[src/rtl/dlgn_pkg.sv]
// rtl/dlgn_pkg.sv - shared types and helpers for the logic-gate network output stage
package dlgn_pkg;

    typedef enum logic [1:0] {
        GSA_IDLE,
        GSA_SCAN,
        GSA_DONE
    } gsa_state_e;

    // Index width that stays at least one bit wide even for a single class
    function automatic int clog2_min1(input int n);
        return (n <= 2) ? 1 : $clog2(n);
    endfunction

endpackage

[src/rtl/dlgn_popcount.sv]
// rtl/dlgn_popcount.sv - combinational popcount of a WIDTH-bit vector
module dlgn_popcount #(
    parameter int WIDTH = 8,
    localparam int OUT_W = $clog2(WIDTH + 1)
) (
    input  logic [WIDTH-1:0] bits,
    output logic [OUT_W-1:0] count
);

    always_comb begin
        count = '0;
        for (int i = 0; i < WIDTH; i++) begin
            count = count + OUT_W'(bits[i]);
        end
    end

endmodule

[src/rtl/group_sum_argmax.sv]
// rtl/group_sum_argmax.sv - iterative GroupSum + argmax, one class per cycle
// Optional score_o output enabled by GSA_SCORE_OUT_EN.
module group_sum_argmax
    import dlgn_pkg::*;
#(
    parameter int N_CLASSES      = 10,
    parameter int BITS_PER_CLASS = 8,
    localparam int CLS_W   = clog2_min1(N_CLASSES),
    localparam int SCORE_W = $clog2(BITS_PER_CLASS + 1),
    localparam int DATA_W  = N_CLASSES * BITS_PER_CLASS
) (
    input  logic              clk_i,
    input  logic              rst_ni,
    input  logic              in_valid_i,
    output logic              in_ready_o,
    input  logic [DATA_W-1:0] data_i,
    output logic              out_valid_o,
    input  logic              out_ready_i,
    output logic [CLS_W-1:0]  class_o
`ifdef GSA_SCORE_OUT_EN
    ,
    output logic [SCORE_W-1:0] score_o
`endif
);

    localparam logic [CLS_W-1:0] LAST_IDX = CLS_W'(N_CLASSES - 1);

    gsa_state_e          state;
    logic [DATA_W-1:0]   data_q;
    logic [CLS_W-1:0]    idx;
    logic [CLS_W-1:0]    best_idx;
    logic [SCORE_W-1:0]  best_score;

    logic [BITS_PER_CLASS-1:0] slice;
    logic [SCORE_W-1:0]        pop;
    logic                      take;
    logic [SCORE_W-1:0]        cand_score;
    logic [CLS_W-1:0]          cand_idx;

    assign slice = data_q[idx*BITS_PER_CLASS +: BITS_PER_CLASS];

    dlgn_popcount #(
        .WIDTH (BITS_PER_CLASS)
    ) u_popcount (
        .bits  (slice),
        .count (pop)
    );

    // Strict compare so that ties keep the lowest class index
    always_comb begin
        take       = (idx == '0) || (pop > best_score);
        cand_score = take ? pop : best_score;
        cand_idx   = take ? idx : best_idx;
    end

    assign in_ready_o  = (state == GSA_IDLE);
    assign out_valid_o = (state == GSA_DONE);

    always_ff @(posedge clk_i or negedge rst_ni) begin
        if (!rst_ni) begin
            state      <= GSA_IDLE;
            data_q     <= '0;
            idx        <= '0;
            best_idx   <= '0;
            best_score <= '0;
            class_o    <= '0;
`ifdef GSA_SCORE_OUT_EN
            score_o    <= '0;
`endif
        end else begin
            case (state)
                GSA_IDLE: begin
                    if (in_valid_i) begin
                        data_q     <= data_i;
                        idx        <= '0;
                        best_idx   <= '0;
                        best_score <= '0;
                        state      <= GSA_SCAN;
                    end
                end
                GSA_SCAN: begin
                    best_score <= cand_score;
                    best_idx   <= cand_idx;
                    if (idx == LAST_IDX) begin
                        class_o <= cand_idx;
`ifdef GSA_SCORE_OUT_EN
                        score_o <= cand_score;
`endif
                        state   <= GSA_DONE;
                    end else begin
                        idx <= idx + 1'b1;
                    end
                end
                GSA_DONE: begin
                    if (out_ready_i) begin
                        state <= GSA_IDLE;
                    end
                end
                default: state <= GSA_IDLE;
            endcase
        end
    end

endmodule

[config.mk]
export PLATFORM = sky130hd
export DESIGN_NAME = group_sum_argmax
export DESIGN_NICKNAME = d
export VERILOG_FILES = /design/src/rtl/dlgn_pkg.sv /design/src/rtl/dlgn_popcount.sv /design/src/rtl/group_sum_argmax.sv
export SDC_FILE = /design/constraint.sdc
export NUM_CORES = 1
export LEC_CHECK = 0
export BUFFER_PORTS_ARGS = -buffer_cell sky130_fd_sc_hd__buf_2
export CORE_MARGIN = 4
export CORE_UTILIZATION = 30
export DETAILED_ROUTE_END_ITERATION = 16
export PLACE_DENSITY_LB_ADDON = 0.05
export REMOVE_ABC_BUFFERS = 1
export SYNTH_ARGS = -nofsm -noshare
export SYNTH_HDL_FRONTEND = slang
export SYNTH_HIERARCHICAL = 1
export SYNTH_SLANG_ARGS = --single-unit
[constraint.sdc]
create_clock -name clk_i -period 5.4 [get_ports clk_i]
set_input_delay 0.81 -clock clk_i [delete_from_list [all_inputs] [get_ports clk_i]]
set_output_delay 0.81 -clock clk_i [all_outputs]
set_load 0.01 [all_outputs]
* Yosys cells after proc, flatten, opt, wreduce, memory -nomap -nowiden
Cells that the tools add are included.
** Cells by class
- $add $sub $neg :: 8
- Order comparisons :: 1
- Equal/unequal tests :: 8
- Shift operators :: 1
- Mux-type cells :: 11
- Reduce and logical (&&, ||, !) cells :: 10
** Operator list (count)
- variable part select 80 x 8 -> 8 bit :: 1
- adder 4 x 1 -> 4 bit :: 6
- case mux 4 bit (2 select lines) :: 3
- two-way mux 4 bit :: 4
- AND reduction 3 bit :: 3
- != test 2 bit, second input constant :: 4
- two-way mux 2 bit :: 3
- case mux 2 bit (3 select lines) :: 1
- AND reduction 2 bit :: 3
- adder 4 x 1 -> 4 bit, second input constant :: 1
- == test 4 bit, second input constant :: 1
- > comparator 4 bit :: 1
- zero test 4 bit :: 1
- adder 1 x 1 -> 2 bit :: 1
- == test 2 x 1 -> 1 bit, second input constant :: 1
- == test 2 bit, second input constant :: 1
- zero test 2 bit :: 1
- != test 2 x 1 -> 1 bit, second input constant :: 1
- nonzero test 2 bit :: 1
- logical OR 1 bit :: 1
** Storage, ports and cells
- Bits in registers :: 98
- Input port bits :: 84
- Output and inout bits :: 6
- Word-level logic and storage cells :: 45

* Longest topological paths before layout
- Word-level depth :: 12
- Gate-level depth with buffers :: 17

* Cells and area by module
Netlist, hierarchy kept.
** Modules (own cells, without submodules)
- group_sum_argmax :: times used 1, cells an instance 324, area an instance 4615.7 um2, seq. area each 2452.4 um2
- dlgn_popcount :: times used 1, cells an instance 22, area an instance 192.7 um2, seq. area each 0.0 um2

* Least setup slack after synthesis
No wires, ideal clock.
- Kind :: register to register
- Start :: reg idx[0]
- End :: reg best_score[1]
- Setup time :: 125 ps
- Data arrival time :: 4747 ps
- Data required time :: 5275 ps
- Setup slack :: 528 ps
- Stages on the path, launching flop included :: 17
- Buffers on the path :: 2
- Cells stage by stage :: dfrtp_1 > buf_4 > buf_4 > mux4_2 > nand2_1 > a21oi_1 > inv_1 > fa_1 > fa_1 > fa_1 > fa_1 > xnor2_1 > ha_1 > and4_1 > o21a_4 > a21oi_4 > mux2_2
** RTL lines
- start: declaration :: RTL line group_sum_argmax.sv:30 : logic [CLS_W-1:0] idx;
- start signal: assignment :: RTL line group_sum_argmax.sv:91 : idx <= idx + 1'b1;
- variable part select 80 x 8 -> 8 bit * :: RTL line group_sum_argmax.sv:40 : assign slice = data_q[idx*BITS_PER_CLASS +: BITS_PER_CLASS];
- via slice[3] :: RTL line group_sum_argmax.sv:34 : logic [BITS_PER_CLASS-1:0] slice;
- adder 4 x 1 -> 4 bit * (5 in series) :: RTL line dlgn_popcount.sv:13 : count = count + OUT_W'(bits[i]);
- > comparator 4 bit :: RTL line group_sum_argmax.sv:51 : take = (idx == '0) || (pop > best_score);
- logical OR 1 bit :: RTL line group_sum_argmax.sv:51
- != test 2 bit (no source line)
- AND reduction 3 bit (no source line)
- end signal: assignment :: RTL line group_sum_argmax.sv:82 : best_score <= cand_score;
- end: declaration :: RTL line group_sum_argmax.sv:32 : logic [SCORE_W-1:0] best_score;
Mark *: on every way through the listed nets, which the timed path passes. The rest lies on a longest branch. The select of a mux whose other input is x is not followed.
A chain may end at the register's enable or synchronous reset.

* Worst setup path in the final report
- Start :: reg idx[0]
- End :: reg best_score[2]
** RTL lines
- variable part select 80 x 8 -> 8 bit :: RTL line group_sum_argmax.sv:40
- via slice[5] :: RTL line group_sum_argmax.sv:34
- adder 4 x 1 -> 4 bit (3 in series) :: RTL line dlgn_popcount.sv:13
- two-way mux 4 bit :: RTL line group_sum_argmax.sv:52 : cand_score = take ? pop : best_score;
- via cand_score[2] :: RTL line group_sum_argmax.sv:37 : logic [SCORE_W-1:0] cand_score;
- case mux 4 bit (2 select lines) :: RTL line group_sum_argmax.sv:71 : case (state)
The timed path passes the listed nets, and every way through them passes these cells. The select of a mux whose other input is x is not followed.

==> flow_summary.toml <==
[run_status]
status = "completed"

[global_routing]
met1_usage = 0.169
grt_max_degree = 58
grt_antenna_before_repair = 0
busiest_layer = "met2"
grt_overflow = 0
grt_pass1_wl_um = 18100
met2_usage = 0.206
met3_usage = 0.0309
grt_pass1_vias = 3422
track_usage = 0.128

[setup_path]
critPathMaxStageDelay_ns = 0.51
path_common_cell = "fa_1"
cp.required_ns = 5.63
end_kind = "register"
rrSetupSlack_ns = 0.28
start_kind = "register"
critical_path_arrival_ns = 5.35
crit_chain = "buf_2 > buf_4 > mux4_2 > nand2_1 > a21oi_1 > inv_1 > fa_1 > fa_1 > fa_1 > fa_1 > xnor2_1 > ha_1 > and4_1 > o21a_4 > a21oi_4 > mux2_2"
crit_path_max_fanout = 6
path_class = "reg2reg"
cp_slowest_cell = "fa_1"

[final_layout]
nets = 542
fin_cells = 665
nFillCells = 1588
drive_gt1_frac = 0.523
diodes = 0
utilization = 0.376
syn_to_final_growth_pct = 23.3

[synth]
syn_inst = 346
synth_area_mm2 = 0.00481
synth_seq_cells = 98
synthTopCellsByArea = "dfrtp_1 (51%), mux2_2 (21%), mux4_2 (7.5%)"
async_flop_share = 1.00
yosys_most_used_dff = "dfrtp_1"
synth_top_cell_area_share = 0.510
synth_edf_count = 0
yosysSeqAreaShare = 0.510
ys_types = 44
synth_warnings = 6
syn_area_per_cell_um2 = 13.9
synth_top_cell_by_area = "dfrtp_1"

[detailed_routing]
via_count = 3110
detail-route-antenna-nets = 0
wire_per_inst_um = 16.8
drt_iter0_markers = 103
dr.pass1.iters = 4
wl_um = 11200
drc = 0
viasPerCell = 4.68

[clocking]
clock_latency_ns = 0.34
cts_sinks = 98
tritoncts = "done"
cts_root_buf = "clkbuf_16"
cts.path.max_buffers = 2
clk_pin_slew_worst_paths_ns = 0.07
numCtsBuffers = 9
htree_levels = 3

[timing]
hold_slack_ns = 0.447
slew_violations = 0
worst_pin_slew_ns = 0.739
rsz0062_at_grt = "false"
period_minus_slack_ns = 5.12
slew_headroom = 0.507
period_share = 0.948
setup_viol = 0
fmax_mhz = 195
hold_violations = 0
clock_skew_ns = 0.00734

[place]
dp_hpwl_um = 8020
dp.cells = 643
gp_congestion = 0.722
portBuffers = 89

[die]
row_count = 46
die_width_um = 135
die-area_mm2 = 0.0181
initial_core_util = 0.305
fp.dieH_um = 135
coreArea_mm2 = 0.0158
io_pins = 90

[worst_hold_path]
hold_class = "in2async"

[run]
maxCapViolCount = 0
[worst max-delay path, delay by kind of cell (launching register included)]
kind,cells,cell delay [ns]
buffers and inverters,3,0.44
XOR/XNOR,1,0.23
flip-flops,1,0.49
AO/OA/AOI/OAI,3,0.52
adder cells (fa/ha/maj),5,2.12
multiplexers,2,0.84
AND/OR/NAND/NOR,2,0.36
[synthesized netlist by cell type, drive strengths merged, types with 2 or more instances]
cell and instances:
inv 19, o211ai 2, a31oi 3, nand4 2, nand2b 2, o21a 2
clkbuf 5, fa 4, o21ai 6, nand2 13, a22o 2, xnor2 2
a21oi 13, nor2b 3, buf 14, dfrtp 98, mux2 92, nand3 4
mux4 16, a221oi 8, ha 10, nor2 12
[per-layer routing]
| metal | share of wire | vias to the layer above |
|---|---|---|
| li1 | - | 1451 |
| met1 | 0.44 | 1584 |
| met2 | 0.49 | 61 |
| met3 | 0.042 | 14 |
| met4 | 0.018 | 0 |
| met5 | 0 | - |
[metrics by stage]
stage          worst slack, ns  setup TNS (ns)  instance area (um^2)
4_1_cts                  0.122               0                  5880
2_1_floorplan           -0.106          -0.318                  4690
3_3_place_gp             0.221               0                  5500
6_report                 0.281               0                  5930
3_5_place_dp             0.146               0                  5500
5_1_grt                 0.0485               0                  5930
[state kept, by name (all words and copies together), names as in the netlist]
register    cells
best_score      4
best_idx        4
idx             4
class_o         4
state           2
data_q         80
[layout by cell type (no fill, tap or decap), types with 6 or more instances in the layout]
cell,n
dfrtp_1,97
mux2_2,89
buf_2,89
inv_1,19
mux4_2,16
buf_4,16
nand2_1,13
a21oi_1,12
nor2_1,11
ha_1,10
clkbuf_16,9
a221oi_1,8
o21ai_0,6
[cell type report]
type	instances	area, um^2	share of cell area
sequential	98	2460	0.414
multi-input combinational	209	2170	0.365
timing repair buffer	106	577	0.0973
tap	216	270	0.0456
clock buffer	11	233	0.0393
clock inverter	5	150	0.0253
inverter	20	75.1	0.0127
[path summary, 6_finish.rpt]
path	end	startpoint	cells past startpoint
hold reg to reg	class_o[2]	class_o[2]	2
setup / recovery	best_score[2]	idx[0]	16
setup reg to reg	best_score[2]	idx[0]	16
max in group asynchronous	idx[0]	rst_ni	2
hold / removal	state[1]	rst_ni	1
min in group clk_i	class_o[2]	class_o[2]	2
[cells by family after synthesis]
group                    share of synthesized area
AO/OA/AOI/OAI                               0.0645
multiplexers                                 0.292
XOR/XNOR                                   0.00547
flip-flops                                   0.510
adder cells (fa/ha/maj)                     0.0427
AND/OR/NAND/NOR                             0.0448
buffers and inverters                       0.0401
[timing repair]
| item | CTS | global route |
|---|---|---|
| resized for setup | 0 | 2 |
| endpoints found under the setup margin | 0 | 3 |
| buffers inserted | 0 | 6 |
| endpoints found under the hold margin | 0 | 0 |
| hold buffers | 0 | 0 |
Power is not shown: default switching activity piles up to over one toggle a cycle in this logic, so the estimate is an artifact.
